[src/rtl/uart_tx_arbiter_if.sv]
// rtl/uart_tx_arbiter_if.sv - requester and transmitter handshake bundle for uart_tx_arbiter
interface uart_tx_arbiter_if #(
    parameter int NREQ = 4,
    parameter int DW   = 8
);
    logic [NREQ-1:0]    req_valid;
    logic [NREQ*DW-1:0] req_data;
    logic [NREQ-1:0]    req_ready;
    logic [DW-1:0]      tx_data;
    logic               tx_send;
    logic               tx_busy;

    modport master (
        output req_valid,
        output req_data,
        output tx_busy,
        input  req_ready,
        input  tx_data,
        input  tx_send
    );

    modport slave (
        input  req_valid,
        input  req_data,
        input  tx_busy,
        output req_ready,
        output tx_data,
        output tx_send
    );
endinterface

[src/rtl/uart_tx_arbiter.sv]
// rtl/uart_tx_arbiter.sv - round-robin arbiter feeding frames to a single UART transmitter
module uart_tx_arbiter #(
    parameter int NREQ      = 4,
    parameter int DW        = 8,
    parameter int BUSY_WAIT = 4
) (
    input  logic              clk,
    input  logic              reset,
    uart_tx_arbiter_if.slave  bus,
    output logic [1:0]        grant_id,
    output logic              active,
    output logic              err_nostart
);
    localparam int PW = 2;
    localparam int CW = (BUSY_WAIT > 1) ? $clog2(BUSY_WAIT) : 1;

    typedef enum logic [1:0] {
        IDLE,
        SEND,
        WAIT_HI,
        WAIT_LO
    } state_t;

    state_t          state, state_next;
    logic [PW-1:0]   ptr, ptr_next;
    logic [PW-1:0]   grant_next;
    logic [DW-1:0]   data_q, data_next;
    logic [CW-1:0]   cnt, cnt_next;
    logic            err_next;
    logic            grant_hit;
    logic [PW-1:0]   grant_idx;
    logic            can_grant;

    // First valid requester at or after ptr, wrapping modulo NREQ.
    always_comb begin
        grant_hit = 1'b0;
        grant_idx = ptr;
        for (int k = 0; k < NREQ; k++) begin
            if (!grant_hit && bus.req_valid[PW'((int'(ptr) + k) % NREQ)]) begin
                grant_hit = 1'b1;
                grant_idx = PW'((int'(ptr) + k) % NREQ);
            end
        end
    end

    assign can_grant     = (state == IDLE) && !bus.tx_busy && !reset && grant_hit;
    assign bus.req_ready = can_grant ? (NREQ'(1) << grant_idx) : '0;
    assign bus.tx_send   = (state == SEND);
    assign bus.tx_data   = data_q;
    assign active        = (state != IDLE);

    always_ff @(posedge clk) begin
        if (reset) begin
            state       <= IDLE;
            ptr         <= '0;
            grant_id    <= '0;
            data_q      <= '0;
            cnt         <= '0;
            err_nostart <= 1'b0;
        end else begin
            state       <= state_next;
            ptr         <= ptr_next;
            grant_id    <= grant_next;
            data_q      <= data_next;
            cnt         <= cnt_next;
            err_nostart <= err_next;
        end
    end

    always_comb begin
        state_next = state;
        ptr_next   = ptr;
        grant_next = grant_id;
        data_next  = data_q;
        cnt_next   = cnt;
        err_next   = 1'b0;
        case (state)
            IDLE: begin
                if (can_grant) begin
                    state_next = SEND;
                    ptr_next   = PW'((int'(grant_idx) + 1) % NREQ);
                    grant_next = grant_idx;
                    data_next  = bus.req_data[int'(grant_idx)*DW +: DW];
                end
            end
            SEND: begin
                state_next = WAIT_HI;
                cnt_next   = '0;
            end
            WAIT_HI: begin
                if (bus.tx_busy) begin
                    state_next = WAIT_LO;
                end else if (cnt == CW'(BUSY_WAIT - 1)) begin
                    // Transmitter never acknowledged the start; drop the frame.
                    state_next = IDLE;
                    err_next   = 1'b1;
                end else begin
                    cnt_next = cnt + CW'(1);
                end
            end
            WAIT_LO: begin
                if (!bus.tx_busy) begin
                    state_next = IDLE;
                end
            end
            default: state_next = IDLE;
        endcase
    end
endmodule

[src/flat_wrapper.sv]
// flat-port wrapper written by rule: the top's interface ports become plain ports
module uart_tx_arbiter_flat 
#(
    parameter int NREQ      = 4,
    parameter int DW        = 8,
    parameter int BUSY_WAIT = 4
)
  (clk, reset, grant_id, active, err_nostart, bus_req_valid, bus_req_data, bus_tx_busy, bus_req_ready, bus_tx_data, bus_tx_send);
  uart_tx_arbiter_if #(.NREQ(NREQ), .DW(DW)) bus_i ();
  input  logic clk;
  input  logic reset;
  output logic [1:0] grant_id;
  output logic active;
  output logic err_nostart;
  input wire logic [$bits(bus_i.req_valid)-1:0] bus_req_valid;
  input wire logic [$bits(bus_i.req_data)-1:0] bus_req_data;
  input wire logic [$bits(bus_i.tx_busy)-1:0] bus_tx_busy;
  output wire logic [$bits(bus_i.req_ready)-1:0] bus_req_ready;
  output wire logic [$bits(bus_i.tx_data)-1:0] bus_tx_data;
  output wire logic [$bits(bus_i.tx_send)-1:0] bus_tx_send;
  assign bus_i.req_valid = bus_req_valid;
  assign bus_i.req_data = bus_req_data;
  assign bus_i.tx_busy = bus_tx_busy;
  assign bus_req_ready = bus_i.req_ready;
  assign bus_tx_data = bus_i.tx_data;
  assign bus_tx_send = bus_i.tx_send;
  uart_tx_arbiter #(.NREQ(NREQ), .DW(DW), .BUSY_WAIT(BUSY_WAIT)) u_core (.clk(clk), .reset(reset), .bus(bus_i), .grant_id(grant_id), .active(active), .err_nostart(err_nostart));
endmodule
[config.mk]
export PLATFORM = sky130hd
export DESIGN_NAME = uart_tx_arbiter_flat
export DESIGN_NICKNAME = d
export VERILOG_FILES = /design/src/rtl/uart_tx_arbiter_if.sv /design/src/rtl/uart_tx_arbiter.sv /design/src/flat_wrapper.sv
export SDC_FILE = /design/constraint.sdc
export NUM_CORES = 1
export LEC_CHECK = 0
export CAP_MARGIN = 20
export CORE_MARGIN = 2
export CORE_UTILIZATION = 40
export CTS_BUF_LIST = sky130_fd_sc_hd__clkbuf_4
export CTS_CLUSTER_DIAMETER = 200
export DETAILED_ROUTE_END_ITERATION = 12
export GPL_ROUTABILITY_DRIVEN = 0
export PLACE_DENSITY = 0.81
export RECOVER_POWER = 50
export SYNTH_ARGS = -nofsm -noshare
export SYNTH_HDL_FRONTEND = slang
export SYNTH_SLANG_ARGS = --single-unit
export TNS_END_PERCENT = 5
[constraint.sdc]
create_clock -name clk -period 2.3 [get_ports clk]
set_clock_uncertainty 0.05 [all_clocks]
set_input_delay 0.46 -clock clk [delete_from_list [all_inputs] [get_ports clk]]
set_output_delay 0.46 -clock clk [all_outputs]
set_load 0.005 [all_outputs]
==> flow_summary_export.csv, run 1 <==
group,metric,value,unit
run_status,status,"finished, violations left",
run_status,violations,"negative setup slack",
sta,max-slew-margin-rel,70.6,%
clocking,insertion_delay,0.30,ns
synth,synth_cells,118,
power_and_ir_drop,power_density,522,nW/um^2
critical_path,r2r_start,"u_core.ptr[1]",
critical_path,crit_slowest_cell,"a211o_1",
min_path,worstHoldPathType,"reg2reg",
synth,synth-seq-cells,17,
sta,finalHoldViolCount,0,
sta,rsz0062_at_grt,"true",
critical_path,worstPathRequired,1.79,ns
power_and_ir_drop,p_leak,0.819,nW
floorplan,die_w,55.6,um
routing,wire_per_inst,14.2,um
final_layout,area_delta_synth_final,68.8,%
synth,ys.flop_type,"dfxtp_1",
synth,yosysTopAreaCell,"dfxtp_1",
sta,min_period,2.33,ns
routing,drcViolationCount,0,
placement,place_hpwl,2300,um
critical_path,r2r_slack,0.43,ns
clocking,htree_levels,1,
floorplan,initial_utilization,42.6,%
sta,setup_viol_count_final,1,
critical_path,cp_max_fo,4,
critical_path,cpLargestDelayFamily,"buffers and inverters",
critical_path,crit_path_end_kind,"output port",
grt,met1_usage,23.3,%
synth,synth_common_cells,"dfxtp_1, mux2i_1, nand3b_1",
routing,drt-total-wl,3140,um
synth,syn_area,1070,um^2
floorplan,ioPinCount,56,
synth,yosysSeqAreaShare,31.9,%
critical_path,timing_worst_setup_path_type,"in2out",
routing,dr.pass1.iters,4,
grt,track_usage,21.3,%
routing,ant_nets,0,
critical_path,timing.rr.end,"u_core.bus.tx_data[0]",
synth,ys_types,30,
final_layout,diodes,0,
routing,num_vias,1199,
clocking,cts-root-buf,"clkbuf_4",
grt,busiest_layer,"met2",
synth,synthTopCellsByArea,"dfxtp_1, mux2i_1, nand3b_1, o221ai_1, ha_1",
min_path,min_path_cells,2,
final_layout,drive_gt1_share,23.6,%
sta,min_period_over_period,101,%
critical_path,arrival,1.82,ns
power_and_ir_drop,ir_worst_vdd,0.482,mV
placement,port_buffers,55,
clocking,cts_tree,"done",
synth,synth_top_area_share,31.9,%
grt,use_met2,39.5,%
final_layout,finalNetCount,236,
floorplan,die_y,55.6,um
synth,synth_fp_nets,162,
grt,grt_pass1_vias,1231,
critical_path,path_cells,"clkdlybuf4s15_2, nor2_1, a211o_1, o211ai_1, inv_1, buf_6, ha_4, and3_4, buf_6",
min_path,hold_end,"u_core.grant_id[0]",
clocking,cts_buffers,3,
clocking,path_clk_slew,0.11,ns
routing,viasPerCell,5.43,
critical_path,start_kind,"primary input",
critical_path,r2r_cells,8,
critical_path,cp_common_cell,"buf_6",
clocking,cts_sinks,17,
sta,setup_slack,-0.0334,ns
sta,final_max_slew_viol_count,0,
grt,grt_pass1_wl,5330,um
run,drv_cap,0,
sta,max_freq,0.429,GHz
synth,synthArstFlopShare,0,%
critical_path,critPathMaxStageDelay,0.29,ns
grt,grt_overflow_total,0,
sta,worstMarginPinSlew,0.440,ns
synth,ys_warn_count,0,
grt,grt_max_degree,18,
clocking,clockBufferDepth,2,
routing,drt_iter0_drc,25,
grt,antenna_found_initial,0,
min_path,hp-start,"u_core.grant_id[0]",
sta,setup-tns-final,-0.0334,ns
clocking,hold_buffers,0,
floorplan,dieArea,3090,um^2
placement,place_ws,-0.708,ns
synth,yosysMostFrequentCell,"dfxtp_1",
synth,avgSynthCellArea,9.03,um^2
grt,gr-usage-met3,6.74,%
critical_path,critPathBufInv,4,
synth,synth_edf_count,0,
floorplan,std_cell_rows,18,
floorplan,core,2500,um^2
==> how the worst max path moves through the flow <==
stage,from,to,slack [ns],cells past startpoint
6_report,bus_req_valid[0],bus_req_ready[1],-0.03,9
5_1_grt,u_core.ptr[0],bus_req_ready[1],-0.09,8
4_1_cts,u_core.ptr[0],bus_req_ready[3],-0.04,7
3_5_place_dp,bus_req_valid[3],bus_req_ready[3],-0.71,8
3_3_place_gp,bus_req_valid[2],bus_req_ready[3],-0.57,8
2_1_floorplan,bus_req_valid[2],bus_req_ready[2],0.28,8
==> power by group <==
| group | leakage [nW] | switching (mW) | internal [mW] |
|---|---|---|---|
| Sequential | 0.140 | 0.0293 | 0.330 |
| Clock | 0.0139 | 0.101 | 0.0662 |
| Combinational | 0.665 | 0.162 | 0.252 |
==> through the flow <==
stage          utilization (%)  std cells  cell area [um^2]  hold WS [ns]  power [mW]
2_1_floorplan                -        118              1070         0.403       0.542
3_3_place_gp              67.0        206              1670         0.394       0.700
3_5_place_dp              67.0        206              1670         0.398       0.714
4_1_cts                   70.7        218              1770         0.414       0.917
5_1_grt                   72.0        221              1800         0.433        1.00
6_report                  72.0        221              1800         0.412       0.940
==> worst reg2reg max path, cell delays in order, from the launching register on <==
cell and delay [ns]:
dfxtp_4 0.37, nor3_2 0.17, a31oi_1 0.07, a21oi_2 0.17, buf_4 0.15, buf_4 0.09, buf_4 0.26, mux2i_1 0.26
o221ai_1 0.15
==> cell families after synthesis <==
family,after synthesis,synth area share (%)
AND/OR/NAND/NOR,43,23.7
AO/OA/AOI/OAI,26,17.3
flip-flops,17,31.9
multiplexers,16,15.0
buffers and inverters,11,6.22
adder cells (fa/ha/maj),5,5.87
==> cell usage in the layout, fill, tap and decap left out, types with 3 or more instances in the layout <==
cell	netlist	layout
a21oi_1	5	4
a22oi_1	3	3
and3_1	5	3
buf_4	0	18
clkbuf_2	0	3
clkbuf_4	0	3
clkdlybuf4s50_1	0	46
dfxtp_1	17	15
ha_1	5	3
inv_1	5	5
mux2i_1	16	16
nand2_1	7	7
nand3b_1	11	11
nor2_1	9	8
o21ai_0	4	3
o221ai_1	8	8
==> layout make-up <==
type / instances / area [um^2]
multi-input cells: 90 / 691
inverters: 5 / 18.8
clock inverters: 1 / 7.51
flip-flops and latches: 17 / 345
repair buffers: 75 / 677
fillers: 208 / 701
clock buffers: 3 / 22.5
well taps: 30 / 37.5
==> state kept, by name, indices dropped and copies added (netlist names) <==
name,flops
u_core.cnt,2
u_core.err_nostart,1
u_core.bus.tx_data,8
u_core.state,2
u_core.grant_id,2
u_core.ptr,2
==> timing repair <==
action	4_1_cts	5_1_grt
gates resized for setup	27	11
endpoints found under the setup margin	4	4
buffers inserted	8	3
pin swaps	4	4
endpoints found under the hold margin	0	0
==> metal layers <==
layer | part of all wire [%] | routed length (um)
met2 | 50 | 1580
met1 | 40 | 1270
met3 | 8.8 | 276
met5 | 0 | 0
met4 | 0.67 | 21
(Power assumes the default switching activity.)
==> run 2, diff against run 1 <==
Settings changed: HOLD_SLACK_MARGIN from default to 0.1.
==> results of run 2 <==
Same layout as run 1: the final DEF is identical, and so are final timing and power.
==> run 3, diff against run 2 <==
Settings changed: CAP_MARGIN 20 to 15.
==> results of run 3 <==
Same layout as run 1: the final DEF is identical, and so are final timing and power.
==> patch 1 (flow settings as in run 2) <==
`BUSY_WAIT` is set to 4 in 2 places; all go to 2.
--- a/src/rtl/uart_tx_arbiter.sv
+++ b/src/rtl/uart_tx_arbiter.sv
@@ -2,7 +2,7 @@
 module uart_tx_arbiter #(
     parameter int NREQ      = 4,
     parameter int DW        = 8,
-    parameter int BUSY_WAIT = 4
+    parameter int BUSY_WAIT = 2
 ) (
     input  logic              clk,
     input  logic              reset,
--- a/src/flat_wrapper.sv
+++ b/src/flat_wrapper.sv
@@ -3,7 +3,7 @@
 #(
     parameter int NREQ      = 4,
     parameter int DW        = 8,
-    parameter int BUSY_WAIT = 4
+    parameter int BUSY_WAIT = 2
 )
   (clk, reset, grant_id, active, err_nostart, bus_req_valid, bus_req_data, bus_tx_busy, bus_req_ready, bus_tx_data, bus_tx_send);
   uart_tx_arbiter_if #(.NREQ(NREQ), .DW(DW)) bus_i ();
Formal check against the unedited RTL: same outputs for any inputs over 4 cycles, from zero or initial values and one cycle with reset high; that may be too few to reach the edited logic, so the function may still have changed.
==> patch 1 against run 2 <==
  * Critical endpoint is now bus_req_ready[0]
  * First-iteration DRC count shrank 60%
  * Total power shrank 13%
  * Cell area grew 3.3%
  * Setup slack gained 0.068 ns
  * Wire length shrank 3.7%
  * Highest routed layer unchanged
  * Synthesized area shrank 3.8%
  * Sequential power shrank 10%
  * Sequential cell count shrank 1
==> patch 1: results (changes against run 2) <==
Critical path
  – CP max-delay cell: and3b_1
  – R2R depth: 7 (-1)
  – Delay of the slowest critical-path stage: 0.20 ns (-0.09 ns)
  – Critical path peak fanout: 3 (-1)
  – CP Data Arrival Time: 1.76 ns (-0.06 ns)
  – R2R Setup Slk: 0.21 ns (-0.22 ns)
  – FF-to-FF End: u_core.bus.tx_data[3]$_SDFFE_PP0P_
  – Crit path max-delay family: simple AND/OR/NAND/NOR gates

Synthesis
  – Seq/Total Area, Yosys: 0.3122 (-0.007054)
  – Net Count, Synth: 150 (-7.4%)
  – Post-synthesis cell type count: 32 (+6.7%)
  – Main area contributors after synthesis: dfxtp_1 31%, mux2_2 18%, a221o_1 7.8%
  – Top cells by count, synth: 16 x dfxtp_1, 16 x mux2_2, 9 x nor2_1

Clock tree
  – Root Buffer: clkbuf_4
  – Later-pin clock latency in the skew report: 0.28 ns (-0.02 ns)
  – Clock transition at the registers of the reported paths: 0.10 ns

Route
  – Drt wl/cell: 14.42 microns (+1.4%)
  – Vias per cell: 5.138 (-5.3%)
  – Initial DRC count: 10 (-60%)
  – Router iterations before antenna repair: 5 (+1)

GRT
  – First-pass GRT wire length: 4540 microns (-15%)
  – Number of global-route vias before repair: 1,108 (-10%)
  – Global router's overall resource usage: 0.2159 (+0.003257)

Layout
  – Final #Nets: 224 (-5.1%)
  – Fill cells: 190 (-8.7%)
  – Layout cell share with drive strength beyond 1: 0.3778 (+0.1422)

Power and ir drop
  – Max IR drop VDD: 357.7 uV (-26%)
  – Gate power share: 0.417 (-0.023)
  – Pleak: 0.7596 nW (-7.2%)
  – Switching Fraction: 0.2896 (-0.02092)

STA
  – Worst Tran Pin Value: 0.5900 ns (+0.1499 ns)
  – Final worst slack: 0.03476 ns (+0.06814 ns)
  – Final Hold Slack: 0.4350 ns (+0.02253 ns)

Placed design
  – Final HPWL DP: 2204 microns (-4.2%)
  – Setup WS pre-CTS: -0.7207 ns (-0.01297 ns)

Floorplanning
  – Initial Utilization: 0.4179 (-0.008485)

Worst hold path
  – Hold EP: u_core.err_nostart$_SDFF_PP0_
  – Worst hold path startpoint: u_core.cnt$_SDFFE_PP0P_

Outcome
  – Status: complete, no violations
==> patch 1: metrics by stage <==
step	cells	TNS, ns	total power, mW	cell area, sq um
after global routing	210	-0.03553	0.8667	1858
after detailed placement	203	-6.814	0.6387	1715
after floorplan	107	0	0.4674	1026
after CTS	209	-0.06379	0.8175	1826
after global placement	203	-5.747	0.6281	1715
final	210	0	0.8168	1858
==> patch 1: timing repair <==
| action | CTS | global route |
|---|---|---|
| setup endpoints to repair | 12 | 5 |
| gates resized for setup | 51 | 10 |
| cloned | 0 | 0 |
| pin swaps | 7 | 3 |
| buffers inserted | 2 | 1 |
==> patch 1: how the worst max path moves through the flow <==
stage                                                     to  cells past startpoint                        from
final                                       bus_req_ready[0]                      9            bus_req_valid[0]
after global placement                      bus_req_ready[1]                      8            bus_req_valid[0]
after global routing                        bus_req_ready[3]                      7  u_core.ptr[0]$_SDFFE_PP0P_
after CTS                                   bus_req_ready[2]                      6  u_core.ptr[0]$_SDFFE_PP0P_
after floorplan           u_core.bus.tx_data[1]$_SDFFE_PP0P_                      7            bus_req_valid[0]
after detailed placement                    bus_req_ready[1]                      8            bus_req_valid[2]
==> patch 1: kinds of logic (layout without fill, tap and decap cells) <==
logic type,Yosys count,in the layout,synth area share
flops,16,16,0.3122
fa+ha+maj,4,4,0.04878
compound gates,19,19,0.1439
simple gates,43,43,0.2720
buf+inv,8,81,0.03781
mux,17,17,0.1854
==> patch 1: power groups by stage <==
stage,combinational (mW),sequential [mW],clock (mW)
after floorplan,0.142,0.325,0
after global placement,0.301,0.327,0
after detailed placement,0.311,0.328,0
after CTS,0.335,0.324,0.158
after global routing,0.369,0.328,0.170
final,0.341,0.324,0.152
==> patch 1: layer usage <==
metal | part of all wire | GRT usage | up-vias | routed length, microns
met4 | 0.0056 | 0.07500 | 0 | 17
met3 | 0.080 | 0.05464 | 2 | 242
met1 | 0.38 | 0.2226 | 495 | 1147
li1 | - | - | 541 | -
met5 | 0 | 0 | - | 0
met2 | 0.54 | 0.4127 | 41 | 1622
==> patch 1: worst reg2reg max path: stages, from the launching register on <==
cell     delay (ns)
dfxtp_2        0.36
and3b_1        0.22
nor4_4         0.18
nor2_2         0.12
inv_2          0.10
buf_4          0.24
mux2_2         0.37
a221o_1        0.34
==> patch 1: final cells by class <==
| class | count | share of cell area |
|---|---|---|
| inverters | 4 | 0.009428 |
| clock buffers | 3 | 0.01212 |
| well taps | 30 | 0.02020 |
| repair buffers | 73 | 0.3542 |
| flip-flops and latches | 16 | 0.1751 |
| clock inverters | 1 | 0.002020 |
| multi-input cells | 83 | 0.4269 |
==> patch 2 (flow settings as in run 2) <==
Without the edit above. `data_q` no longer has a reset.
--- a/src/rtl/uart_tx_arbiter.sv
+++ b/src/rtl/uart_tx_arbiter.sv
@@ -54,17 +54,19 @@
             state       <= IDLE;
             ptr         <= '0;
             grant_id    <= '0;
-            data_q      <= '0;
             cnt         <= '0;
             err_nostart <= 1'b0;
         end else begin
             state       <= state_next;
             ptr         <= ptr_next;
             grant_id    <= grant_next;
-            data_q      <= data_next;
             cnt         <= cnt_next;
             err_nostart <= err_next;
         end
+    end
+
+    always_ff @(posedge clk) begin
+        data_q <= data_next;
     end
 
     always_comb begin
Function: differs if reset is asserted again (counterexample within 4 cycles, from zero or initial values and one cycle with reset high); with reset held inactive, the same outputs for 4 cycles.
==> patch 2 against run 2 <==
  * Sequential cell count is the same
  * Synthesized area grew 0.59%
  * Total power shrank 1.4%
  * Wire length shrank 3.5%
  * Cell area grew 0.76%
  * The flow still finishes with violations (setup timing)
  * Setup slack lost 0.096 ns
  * Synthesized cell count grew 5.1%
  * Die area grew 0.54%
  * Sequential share of layout area grew 4.2 points
  * Largest cell class is now non-clock buffers
  * First-iteration DRC count grew 12%
==> patch 2: results (changes against run 2) <==
Outcome
  – Status: finished, violations left
  – Failing checks: setup timing

GRT
  – First-pass GRT wire length: 4940 microns (-7.4%)
  – Global router's overall resource usage: 0.1986 (-0.01402)
  – Number of global-route vias before repair: 1,120 (-9.0%)
  – Largest net degree at the start of global routing: 17 (-1)

STA
  – Final worst slack: -0.1294 ns (-0.09602 ns)
  – TNS Setup: -0.3592 ns (-0.3258 ns)
  – Setup violations, final: 4 (+3)
  – Worst Tran Pin Value: 0.3438 ns (-0.09631 ns)

Synthesis
  – Post-synthesis cell type count: 32 (+6.7%)
  – Seq/Total Area, Yosys: 0.3921 (+0.07282)
  – Synth Register Bits: 17 (unchanged)
  – Top_reg_cell synth: dfxtp_1
  – Top cells by count, synth: 28 x nand2_1, 16 x a21oi_1, 9 x dfxtp_1, 9 x nor2_1, 8 x edfxtp_1
  – Synth Instances: 124 (+5.1%)
  – Net Count, Synth: 168 (+3.7%)

Critical path
  – Delay of the slowest critical-path stage: 0.20 ns (-0.09 ns)
  – CP Data Arrival Time: 1.92 ns (+0.10 ns)
  – CP max-delay cell: clkdlybuf4s15_2

Placed design
  – Placed Area: 1748 sq um (+4.4%)
  – Setup WS pre-CTS: -0.8781 ns (-0.1704 ns)
  – Placed Cells: 221 (+7.3%)

Power and ir drop
  – Max IR drop VDD: 436.9 uV (-9.4%)
  – Net Sw Power: 284.4 uW (-2.6%)
  – Reported sequential group power: 365 uW (+1%)
  – Pleak: 0.7575 nW (-7.5%)
  – P per Cell Area: 511.1 nW/um^2 (-2.2%)

Layout
  – Bufs w/o clock: 78 (+4.0%)
  – Sequential cell area share: 0.2340 (+0.04202)
  – NonClk Buf Share: 0.3885 (+0.01233)
  – Final #Nets: 244 (+3.4%)
  – Final core occ: 0.7252 (+0.005505)
  – #MultiIn Comb: 95 (+5.6%)
  – Fraction of area in multi-input gates: 0.3244 (-0.05950)
  – Fill cells: 190 (-8.7%)
  – Layout cell share with drive strength beyond 1: 0.2312 (-0.004446)
  – Fin cells: 229 (+3.6%)

Clock tree
  – Post-CTS Repair Setup Buffers: 4 (-4)
  – # resized after CTS: 38 (+41%)

Floorplanning
  – Die footprint: 3111 sq um (+0.54%)

Route
  – Initial DRC count: 28 (+12%)
  – Drt wl/cell: 13.25 microns (-6.8%)
## patch 2: per-layer routing
layer,wire length [microns],vias up,GRT usage
met2,1409,54,0.3299
met3,260,9,0.06512
met5,0,-,0
met1,1295,519,0.2280
li1,-,587,-
met4,69,0,0.09756
## patch 2: cell families after synthesis
logic type | count (synthesis) | synth area share
and+or+nand+nor | 55 | 0.2486
adders and majority gates | 5 | 0.05834
muxes | 1 | 0.009335
DFF | 17 | 0.3921
AOI/OAI and AO/OA | 34 | 0.2089
buffers and inverters | 12 | 0.08284
## patch 2: path summary, 6_finish.rpt
kind	endpoint	slack, ns	from	cells after the start
max	bus_req_ready[2]	-0.13	bus_req_valid[2]	10
min reg2reg	u_core.grant_id[0]$_SDFFE_PP0P_	0.43	u_core.grant_id[0]$_SDFFE_PP0P_	2
min	u_core.grant_id[0]$_SDFFE_PP0P_	0.43	u_core.grant_id[0]$_SDFFE_PP0P_	2
max reg2reg	u_core.bus.tx_data[6]$_DFFE_PP_	0.35	u_core.ptr[0]$_SDFFE_PP0P_	8
